--- src/rtl/dvp_pixel_packer_if.sv ---
// Pixel stream interface for the DVP packer output.
//   out_data  : packed RGB565 pixel
//   out_valid : pixel valid
//   out_sop   : first pixel of frame
//   out_eop   : last pixel of frame
//   out_ready : sink accepts when out_valid && out_ready
// master = pixel source, slave = pixel sink.
interface dvp_pixel_packer_if;
    logic [15:0] out_data;
    logic        out_valid;
    logic        out_sop;
    logic        out_eop;
    logic        out_ready;

    modport master (
        output out_data,
        output out_valid,
        output out_sop,
        output out_eop,
        input  out_ready
    );

    modport slave (
        input  out_data,
        input  out_valid,
        input  out_sop,
        input  out_eop,
        output out_ready
    );
endinterface

--- src/rtl/dvp_pixel_packer.sv ---
// DVP camera front end: registers the 8-bit DVP bus, packs byte pairs into
// 16-bit RGB565 pixels, crops to HSIZE x VSIZE and emits a pixel stream with
// start/end-of-frame markers. Runs entirely in the camera pixel-clock domain.
//
// Ports:
//   clk, reset_n         : pixel clock, asynchronous active-low reset
//   enable               : capture request (level)
//   dvp_data/href/vsync  : camera bus
//   pix                  : output pixel stream (master modport)
//   busy                 : FSM not idle
//   overflow, size_err   : sticky status, cleared at start of each frame
//   frame_done           : one-cycle pulse after the eop handshake
//   frame_count          : completed-frame counter (wraps)
module dvp_pixel_packer #(
    parameter int unsigned HSIZE     = 640,
    parameter int unsigned VSIZE     = 480,
    parameter bit          BYTE_SWAP = 1'b0,
    parameter bit          VSYNC_POL = 1'b1
) (
    input  logic                       clk,
    input  logic                       reset_n,
    input  logic                       enable,
    input  logic [7:0]                 dvp_data,
    input  logic                       dvp_href,
    input  logic                       dvp_vsync,
    dvp_pixel_packer_if.master         pix,
    output logic                       busy,
    output logic                       overflow,
    output logic                       size_err,
    output logic                       frame_done,
    output logic [15:0]                frame_count
);

    localparam logic [11:0] HLIM  = 12'(HSIZE);
    localparam logic [11:0] VLIM  = 12'(VSIZE);
    localparam logic [11:0] HLAST = 12'(HSIZE - 1);
    localparam logic [11:0] VLAST = 12'(VSIZE - 1);

    typedef enum logic [2:0] {StIdle, StWaitVs, StActive, StDrop, StFrameEnd} state_e;

    state_e      state_q, state_d;
    logic [7:0]  data_q, byte0_q;
    logic        href_q, href_prev_q, vs_q, vs_prev_q, phase_q;
    logic [11:0] x_q, y_q;
    logic [15:0] out_data_q;
    logic        out_valid_q, out_sop_q, out_eop_q;
    logic        overflow_q, size_err_q, frame_done_q;
    logic [15:0] frame_count_q;

    logic        vs_rise, vs_fall, href_fall, pix_formed, in_window;
    logic        accept, can_load, pix_new, load, ovf_event;
    logic        eop_accept, frame_start, short_line, vs_early;
    logic [15:0] pix_word;
    state_e      after_frame;

    assign vs_rise    = vs_q & ~vs_prev_q;
    assign vs_fall    = ~vs_q & vs_prev_q;
    assign href_fall  = ~href_q & href_prev_q;
    assign pix_formed = href_q & phase_q;
    assign in_window  = (x_q < HLIM) && (y_q < VLIM);
    assign pix_word   = BYTE_SWAP ? {data_q, byte0_q} : {byte0_q, data_q};

    assign accept      = out_valid_q & pix.out_ready;
    assign can_load    = ~out_valid_q | pix.out_ready;
    assign pix_new     = (state_q == StActive) & pix_formed & in_window;
    assign load        = pix_new & can_load;
    assign ovf_event   = pix_new & ~can_load;
    // Overflow wins over a simultaneous eop handshake.
    assign eop_accept  = (state_q == StActive) & accept & out_eop_q & ~ovf_event;
    assign frame_start = (state_q == StWaitVs) & enable & vs_fall;
    assign short_line  = (state_q == StActive) & href_fall & (x_q < HLIM) & (y_q < VLIM);
    assign vs_early    = (state_q == StActive) & vs_rise & ~eop_accept;
    assign after_frame = enable ? StWaitVs : StIdle;

    always_comb begin
        state_d = state_q;
        unique case (state_q)
            StIdle:     if (enable) state_d = StWaitVs;
            StWaitVs: begin
                if (!enable)      state_d = StIdle;
                else if (vs_fall) state_d = StActive;
            end
            StActive: begin
                if (ovf_event)       state_d = StDrop;
                else if (eop_accept) state_d = vs_rise ? after_frame : StFrameEnd;
                else if (vs_rise)    state_d = after_frame;
            end
            StDrop, StFrameEnd: if (vs_rise) state_d = after_frame;
            default:    state_d = StIdle;
        endcase
    end

    always_ff @(posedge clk or negedge reset_n) begin
        if (!reset_n) begin
            state_q       <= StIdle;
            data_q        <= '0;
            byte0_q       <= '0;
            href_q        <= 1'b0;
            href_prev_q   <= 1'b0;
            vs_q          <= 1'b0;
            vs_prev_q     <= 1'b0;
            phase_q       <= 1'b0;
            x_q           <= '0;
            y_q           <= '0;
            out_data_q    <= '0;
            out_valid_q   <= 1'b0;
            out_sop_q     <= 1'b0;
            out_eop_q     <= 1'b0;
            overflow_q    <= 1'b0;
            size_err_q    <= 1'b0;
            frame_done_q  <= 1'b0;
            frame_count_q <= '0;
        end else begin
            state_q     <= state_d;
            data_q      <= dvp_data;
            href_q      <= dvp_href;
            href_prev_q <= href_q;
            vs_q        <= VSYNC_POL ? dvp_vsync : ~dvp_vsync;
            vs_prev_q   <= vs_q;

            // Byte phase; an odd trailing byte is dropped when href falls.
            phase_q <= href_q ? ~phase_q : 1'b0;
            if (href_q && !phase_q) byte0_q <= data_q;

            // Counters saturate so an oversize input never wraps back into the window.
            if (frame_start || href_fall)            x_q <= '0;
            else if (pix_formed && (x_q != '1))      x_q <= x_q + 12'd1;

            if (frame_start)                         y_q <= '0;
            else if ((state_q == StActive) && href_fall && (y_q != '1))
                                                     y_q <= y_q + 12'd1;

            if (load) begin
                out_data_q  <= pix_word;
                out_valid_q <= 1'b1;
                out_sop_q   <= (x_q == '0) && (y_q == '0);
                out_eop_q   <= (x_q == HLAST) && (y_q == VLAST);
            end else if (accept) begin
                out_valid_q <= 1'b0;
            end

            if (frame_start)     overflow_q <= 1'b0;
            else if (ovf_event)  overflow_q <= 1'b1;

            if (frame_start)                   size_err_q <= 1'b0;
            else if (short_line || vs_early)   size_err_q <= 1'b1;

            frame_done_q <= eop_accept;
            if (eop_accept) frame_count_q <= frame_count_q + 16'd1;
        end
    end

    assign pix.out_data  = out_data_q;
    assign pix.out_valid = out_valid_q;
    assign pix.out_sop   = out_sop_q;
    assign pix.out_eop   = out_eop_q;
    assign busy          = (state_q != StIdle);
    assign overflow      = overflow_q;
    assign size_err      = size_err_q;
    assign frame_done    = frame_done_q;
    assign frame_count   = frame_count_q;

endmodule

--- src/flat_wrapper.sv ---
// flat-port wrapper written by rule: the top's interface ports become plain ports
module dvp_pixel_packer_flat 
#(
    parameter int unsigned HSIZE     = 640,
    parameter int unsigned VSIZE     = 480,
    parameter bit          BYTE_SWAP = 1'b0,
    parameter bit          VSYNC_POL = 1'b1
)
  (clk, reset_n, enable, dvp_data, dvp_href, dvp_vsync, busy, overflow, size_err, frame_done, frame_count, pix_out_data, pix_out_valid, pix_out_sop, pix_out_eop, pix_out_ready);
  dvp_pixel_packer_if pix_i ();
  input  logic clk;
  input  logic reset_n;
  input  logic enable;
  input  logic [7:0] dvp_data;
  input  logic dvp_href;
  input  logic dvp_vsync;
  output logic busy;
  output logic overflow;
  output logic size_err;
  output logic frame_done;
  output logic [15:0] frame_count;
  output wire logic [$bits(pix_i.out_data)-1:0] pix_out_data;
  output wire logic [$bits(pix_i.out_valid)-1:0] pix_out_valid;
  output wire logic [$bits(pix_i.out_sop)-1:0] pix_out_sop;
  output wire logic [$bits(pix_i.out_eop)-1:0] pix_out_eop;
  input wire logic [$bits(pix_i.out_ready)-1:0] pix_out_ready;
  assign pix_out_data = pix_i.out_data;
  assign pix_out_valid = pix_i.out_valid;
  assign pix_out_sop = pix_i.out_sop;
  assign pix_out_eop = pix_i.out_eop;
  assign pix_i.out_ready = pix_out_ready;
  dvp_pixel_packer #(.HSIZE(HSIZE), .VSIZE(VSIZE), .BYTE_SWAP(BYTE_SWAP), .VSYNC_POL(VSYNC_POL)) u_core (.clk(clk), .reset_n(reset_n), .enable(enable), .dvp_data(dvp_data), .dvp_href(dvp_href), .dvp_vsync(dvp_vsync), .pix(pix_i), .busy(busy), .overflow(overflow), .size_err(size_err), .frame_done(frame_done), .frame_count(frame_count));
endmodule
--- config.mk ---
export PLATFORM = sky130hd
export DESIGN_NAME = dvp_pixel_packer_flat
export DESIGN_NICKNAME = d
export VERILOG_FILES = /design/src/rtl/dvp_pixel_packer_if.sv /design/src/rtl/dvp_pixel_packer.sv /design/src/flat_wrapper.sv
export SDC_FILE = /design/constraint.sdc
export NUM_CORES = 1
export LEC_CHECK = 0
export ABC_CLOCK_PERIOD_IN_PS = 5130
export CORE_MARGIN = 4
export CORE_UTILIZATION = 59
export CTS_CLUSTER_DIAMETER = 60
export CTS_CLUSTER_SIZE = 25
export DETAILED_ROUTE_END_ITERATION = 7
export PLACE_DENSITY_LB_ADDON = 0.1
export SYNTH_ARGS = -nofsm -noshare
export SYNTH_HDL_FRONTEND = slang
export SYNTH_SLANG_ARGS = --single-unit
--- constraint.sdc ---
create_clock -name clk -period 5.13 [get_ports clk]
set_input_delay 0.513 -clock clk [delete_from_list [all_inputs] [get_ports clk]]
set_output_delay 0.513 -clock clk [all_outputs]
set_load 0.02 [all_outputs]
# Word level (Yosys, flattened, before mapping)
# Cells that the tools add are included.
# W data, S select, Z words.
# word_totals
reg_bits	86
out_inout_bits	39
# op_classes
bitwise	28
n_eq_ne	10
n_mux	20
addsub	3
order_cmp	2
n_reduce_logical	21
# op_table
cell	count
$mux W12	4
$add A12 B1 Y12 const B	2
$logic_not A12 Y1	2
$ne A12 B12 Y1 const B	2
$mux W3	7
$and A1 B1 Y1	19
$add A16 B1 Y16 const B	1
$eq A12 B10 Y1 const B	1
$eq A12 B9 Y1 const B	1
$lt A12 B10 Y1 const B	1
$lt A12 B9 Y1 const B	1
$pmux W3 S4	1
$reduce_bool A2 Y1	5
$mux W1	8
$not A1 Y1	8
$logic_and A1 B1 Y1	7
$eq A3 B2 Y1 const B	2
$eq A3 B1 Y1 const B	1
$eq A3 B3 Y1 const B	1
$logic_not A3 Y1	1
$ne A3 B2 Y1 const B	1
$reduce_bool A3 Y1	1
$logic_or A1 B1 Y1	2
$ne A2 B2 Y1 const B	1
other kinds (4)	4

# Depth between registers and ports, before layout
# depth
word_depth	11
ltp_mapped	6
ltp_nobuf	5

# Least setup slack after synthesis
# No wires, ideal clock.
# synth_path
kind	reg-to-reg
start	reg u_core.state_q[2]
end	reg u_core.out_data_q[0] (netlist: u_core.pix.out_data[0])
arrival_ns	1.876
n_path_buf	2
required_time_ns	5.003
synth_period_minus_slack_ns	2.003
stages_incl_launch_ff	7
setup_ns	0.127
setup_slack_ns	3.127
cell_sequence	dfrtp_1 -> buf_2 -> nor3b_4 -> nand2_2 -> nor4b_4 -> buf_6 -> mux2_1
# synth_via
elab_chain_cells	4
# synth_rtl
element	line	source
start, declared	dvp_pixel_packer.sv:41	state_e state_q, state_d;
start signal, assigned	dvp_pixel_packer.sv:95	state_q <= StIdle;
start signal, assigned	dvp_pixel_packer.sv:114	state_q <= state_d;
$eq A3 B2 Y1	dvp_pixel_packer.sv:65	assign pix_new = (state_q == StActive) & pix_formed & in_window;
$and A1 B1 Y1 (2 in a row)	dvp_pixel_packer.sv:65	
$and A1 B1 Y1	dvp_pixel_packer.sv:66	assign load = pix_new & can_load;
end signal, assigned	dvp_pixel_packer.sv:134	out_data_q <= pix_word;
end, declared	dvp_pixel_packer.sv:45	logic [15:0] out_data_q;
# No other way between the ends.
# A chain may end at the register's enable or synchronous reset.

# Worst setup path after layout
# layout_path
start	reg u_core.state_q[1]
end	reg u_core.out_data_q[2] (netlist: u_core.pix.out_data[2])
# Same word-level chain as after synthesis.

==> flow_metrics.env <==
export IMPL_ys_seq_elements=86
export IMPL_drive_gt1_frac=0.111
export IMPL_period_share=0.509
export IMPL_dr_pass1_iters=4
export IMPL_finalSetupTns_ns=0
export IMPL_grt_use_total=0.222
export IMPL_dieWidth_um=89.6
export IMPL_synth_edff_count=0
export IMPL_ys_flop_type="dfrtp_1"
export IMPL_cts_resized_gates=0
export IMPL_max_freq_mhz=383
export IMPL_register_area_um2=2150
export IMPL_path_clk_slew_ns=0.10
export IMPL_cts_buffers=9
export IMPL_slowest_stage="nor4b_4"
export IMPL_min_path_type="in -> async"
export IMPL_ios=53
export IMPL_final_common_cell="dfrtp_1"
export IMPL_grt_max_degree=46
export IMPL_cp_end_kind="flop"
export IMPL_n_fill_cell=452
export IMPL_grt_overflow_total=0
export IMPL_hold_viol=0
export IMPL_dieArea_um2=8020
export IMPL_gr_usage_met1=0.314
export IMPL_initial_core_util=0.611
export IMPL_use_met3=0.0575
export IMPL_rsz0062_at_grt="false"
export IMPL_rows=29
export IMPL_io_buffer_count=52
export IMPL_num_vias=2851
export IMPL_synth_nets=363
export IMPL_worst_ir_drop_vdd_uv=291
export IMPL_place_congestion=0.910
export IMPL_drtIter0Drc=157
export IMPL_clock_root_buffer="clkbuf_8"
export IMPL_postRouteWirelength_mm=8.01
export IMPL_die_h_um=89.6
export IMPL_antenna_found_initial=0
export IMPL_post_drt_via_cell_ratio=5.91
export IMPL_post_cts_setup_buffers=0
export IMPL_multi_input_area_um2=1690
export IMPL_drc=0
export IMPL_met2_usage=0.335
export IMPL_slowest_delay_ns=0.99
export IMPL_status="finished clean"
export IMPL_layout_nets=419
export IMPL_tightest_slew_ns=1.14
export IMPL_setup_violations=0
export IMPL_critPathMaxFanout=18
export IMPL_top_usage_layer="met2"
export IMPL_htree_levels=3
export IMPL_synth_warnings=0
export IMPL_dp_hpwl_mm=5.68
export IMPL_crit_chain="nor3b_4 -> nand2_2 -> nor4b_4 -> mux2_2"
export IMPL_arrival_ns=2.86
export IMPL_drtAntennaViolNets=0
export IMPL_skew_ns=0.00890
export IMPL_yosysSeqAreaShare=0.548
export IMPL_dp_slack_ns=2.44
export IMPL_grt_pass1_vias=2789
export IMPL_cts_tree="done"
export IMPL_antennaDiodeCount=0
export IMPL_cts_sinks=86
export IMPL_crit_required_ns=5.38
export IMPL_synthCells=344
export IMPL_syn_area_um2=3930
export IMPL_cts_hold_buf=0
export IMPL_async_flop_share=1.00
export IMPL_drv_cap=0
export IMPL_fin_crit_ns=2.61
export IMPL_layout_setup_ws_ns=2.52
export IMPL_avgSynthCellArea_um2=11.4
export IMPL_ys_types=51
export IMPL_p_leak_nw=1.98
export IMPL_startpoint_type="flop"
export IMPL_grt_pass1_wl_mm=13.5
export IMPL_crit_type="reg -> reg"
export IMPL_drv_slew=0
export IMPL_core_um2=6420
export IMPL_most_common_layout_cells="dfrtp_1, clkdlybuf4s50_1, nand2_1, nand3_1, mux2_2"
export IMPL_slew_headroom=0.238
export IMPL_avgRoutedWirePerCell_um=16.6
export IMPL_p_per_area_nw_per_um2=393
export IMPL_clockBufferDepth=2
export IMPL_clock_latency_ns=0.36
export IMPL_syn_to_final_growth_pct=19.8
final timing paths:
| path | slack [ns] | endpoint | start | cells after the start |
|---|---|---|---|---|
| max | 2.52 | u_core.pix.out_data[2] | u_core.state_q[1] | 4 |
| min reg2reg | 0.44 | u_core.vs_prev_q | u_core.vs_q | 0 |
| max reg2reg | 2.52 | u_core.pix.out_data[2] | u_core.state_q[1] | 4 |
| max in group asynchronous | 4.05 | u_core.pix.out_data[12] | reset_n | 2 |
| min in group clk | 0.44 | u_core.vs_prev_q | u_core.vs_q | 0 |
| min | 0.12 | u_core.y_q[2] | reset_n | 1 |
cell families after synthesis:
family                   synth area share
multiplexers                       0.0876
XOR/XNOR                           0.0357
adder cells (fa/ha/maj)            0.0159
buffers and inverters              0.0210
AO/OA/AOI/OAI                      0.0931
flip-flops                          0.548
AND/OR/NAND/NOR                     0.199
metrics by stage:
stage / util / cell area (µm²) / std cells / power, mW / hold slack (ns)
2_1_floorplan: - / 3930 / 344 / 1.18 / 0.217
3_3_place_gp: 0.702 / 4510 / 466 / 1.36 / 0.424
3_5_place_dp: 0.702 / 4510 / 466 / 1.39 / 0.420
4_1_cts: 0.732 / 4700 / 482 / 1.86 / 0.133
5_1_grt: 0.732 / 4700 / 482 / 1.96 / 0.148
6_report: 0.732 / 4700 / 482 / 1.85 / 0.117
layout make-up:
cell class,count,area share
Multi-Input combinational cell,239,0.360
Timing Repair Buffer,53,0.112
Tap cell,77,0.0205
Clock inverter,7,0.0152
Clock buffer,9,0.0263
Sequential cell,86,0.458
Inverter,11,0.00878
where the power goes:
| part | total [mW] | internal, mW | switching (mW) |
|---|---|---|---|
| clock network | 0.475 | 0.193 | 0.282 |
| logic | 0.467 | 0.229 | 0.238 |
| registers | 0.906 | 0.790 | 0.117 |
sequential cells by signal, summed over array words and instances (netlist names):
register / cells
u_core.frame_count: 16
u_core.pix.out_data: 16
u_core.x_q: 12
u_core.y_q: 12
u_core.byte0_q: 8
u_core.data_q: 8
u_core.state_q: 3
u_core.frame_done: 1
u_core.href_prev_q: 1
u_core.href_q: 1
u_core.overflow: 1
u_core.phase_q: 1
u_core.pix.out_eop: 1
u_core.pix.out_sop: 1
u_core.pix.out_valid: 1
u_core.size_err: 1
u_core.vs_prev_q: 1
u_core.vs_q: 1
critical path: cells and delay by family, from the launching register on:
kind / cells / cell delay (ns)
and+or+nand+nor: 3 / 1.48
muxes: 1 / 0.42
DFF: 1 / 0.59
cell usage after synthesis (all sizes together), types with 2 or more instances:
master	number	area (µm²)
xnor2	13	114
nor4	4	25.0
and2	6	37.5
nor2b	3	18.8
a21oi	15	75.1
a211oi	3	22.5
ha	5	62.6
o31ai	11	82.6
and4	6	52.6
nand2	27	104
nand2b	3	18.8
dfrtp	86	2150
buf	4	26.3
nor2	10	37.5
or3	7	43.8
and3	5	31.3
mux2	27	304
or4	10	75.1
o21ai	9	45.0
nor3	17	101
nor3b	2	26.3
nand4	7	43.8
a31oi	3	18.8
inv	11	41.3
nand3	17	85.1
clkbuf	4	15.0
o211ai	7	52.6
nor4b	3	47.5
xor2	3	26.3
mux2i	4	40.0
metal layers:
| layer | vias to the layer above | wire length [µm] |
|---|---|---|
| met2 | 78 | 3780 |
| li1 | 1383 | - |
| met3 | 13 | 440 |
| met1 | 1377 | 3660 |
| met4 | 0 | 130 |
| met5 | - | 0 |
Power figures use the tool's default switching activity.
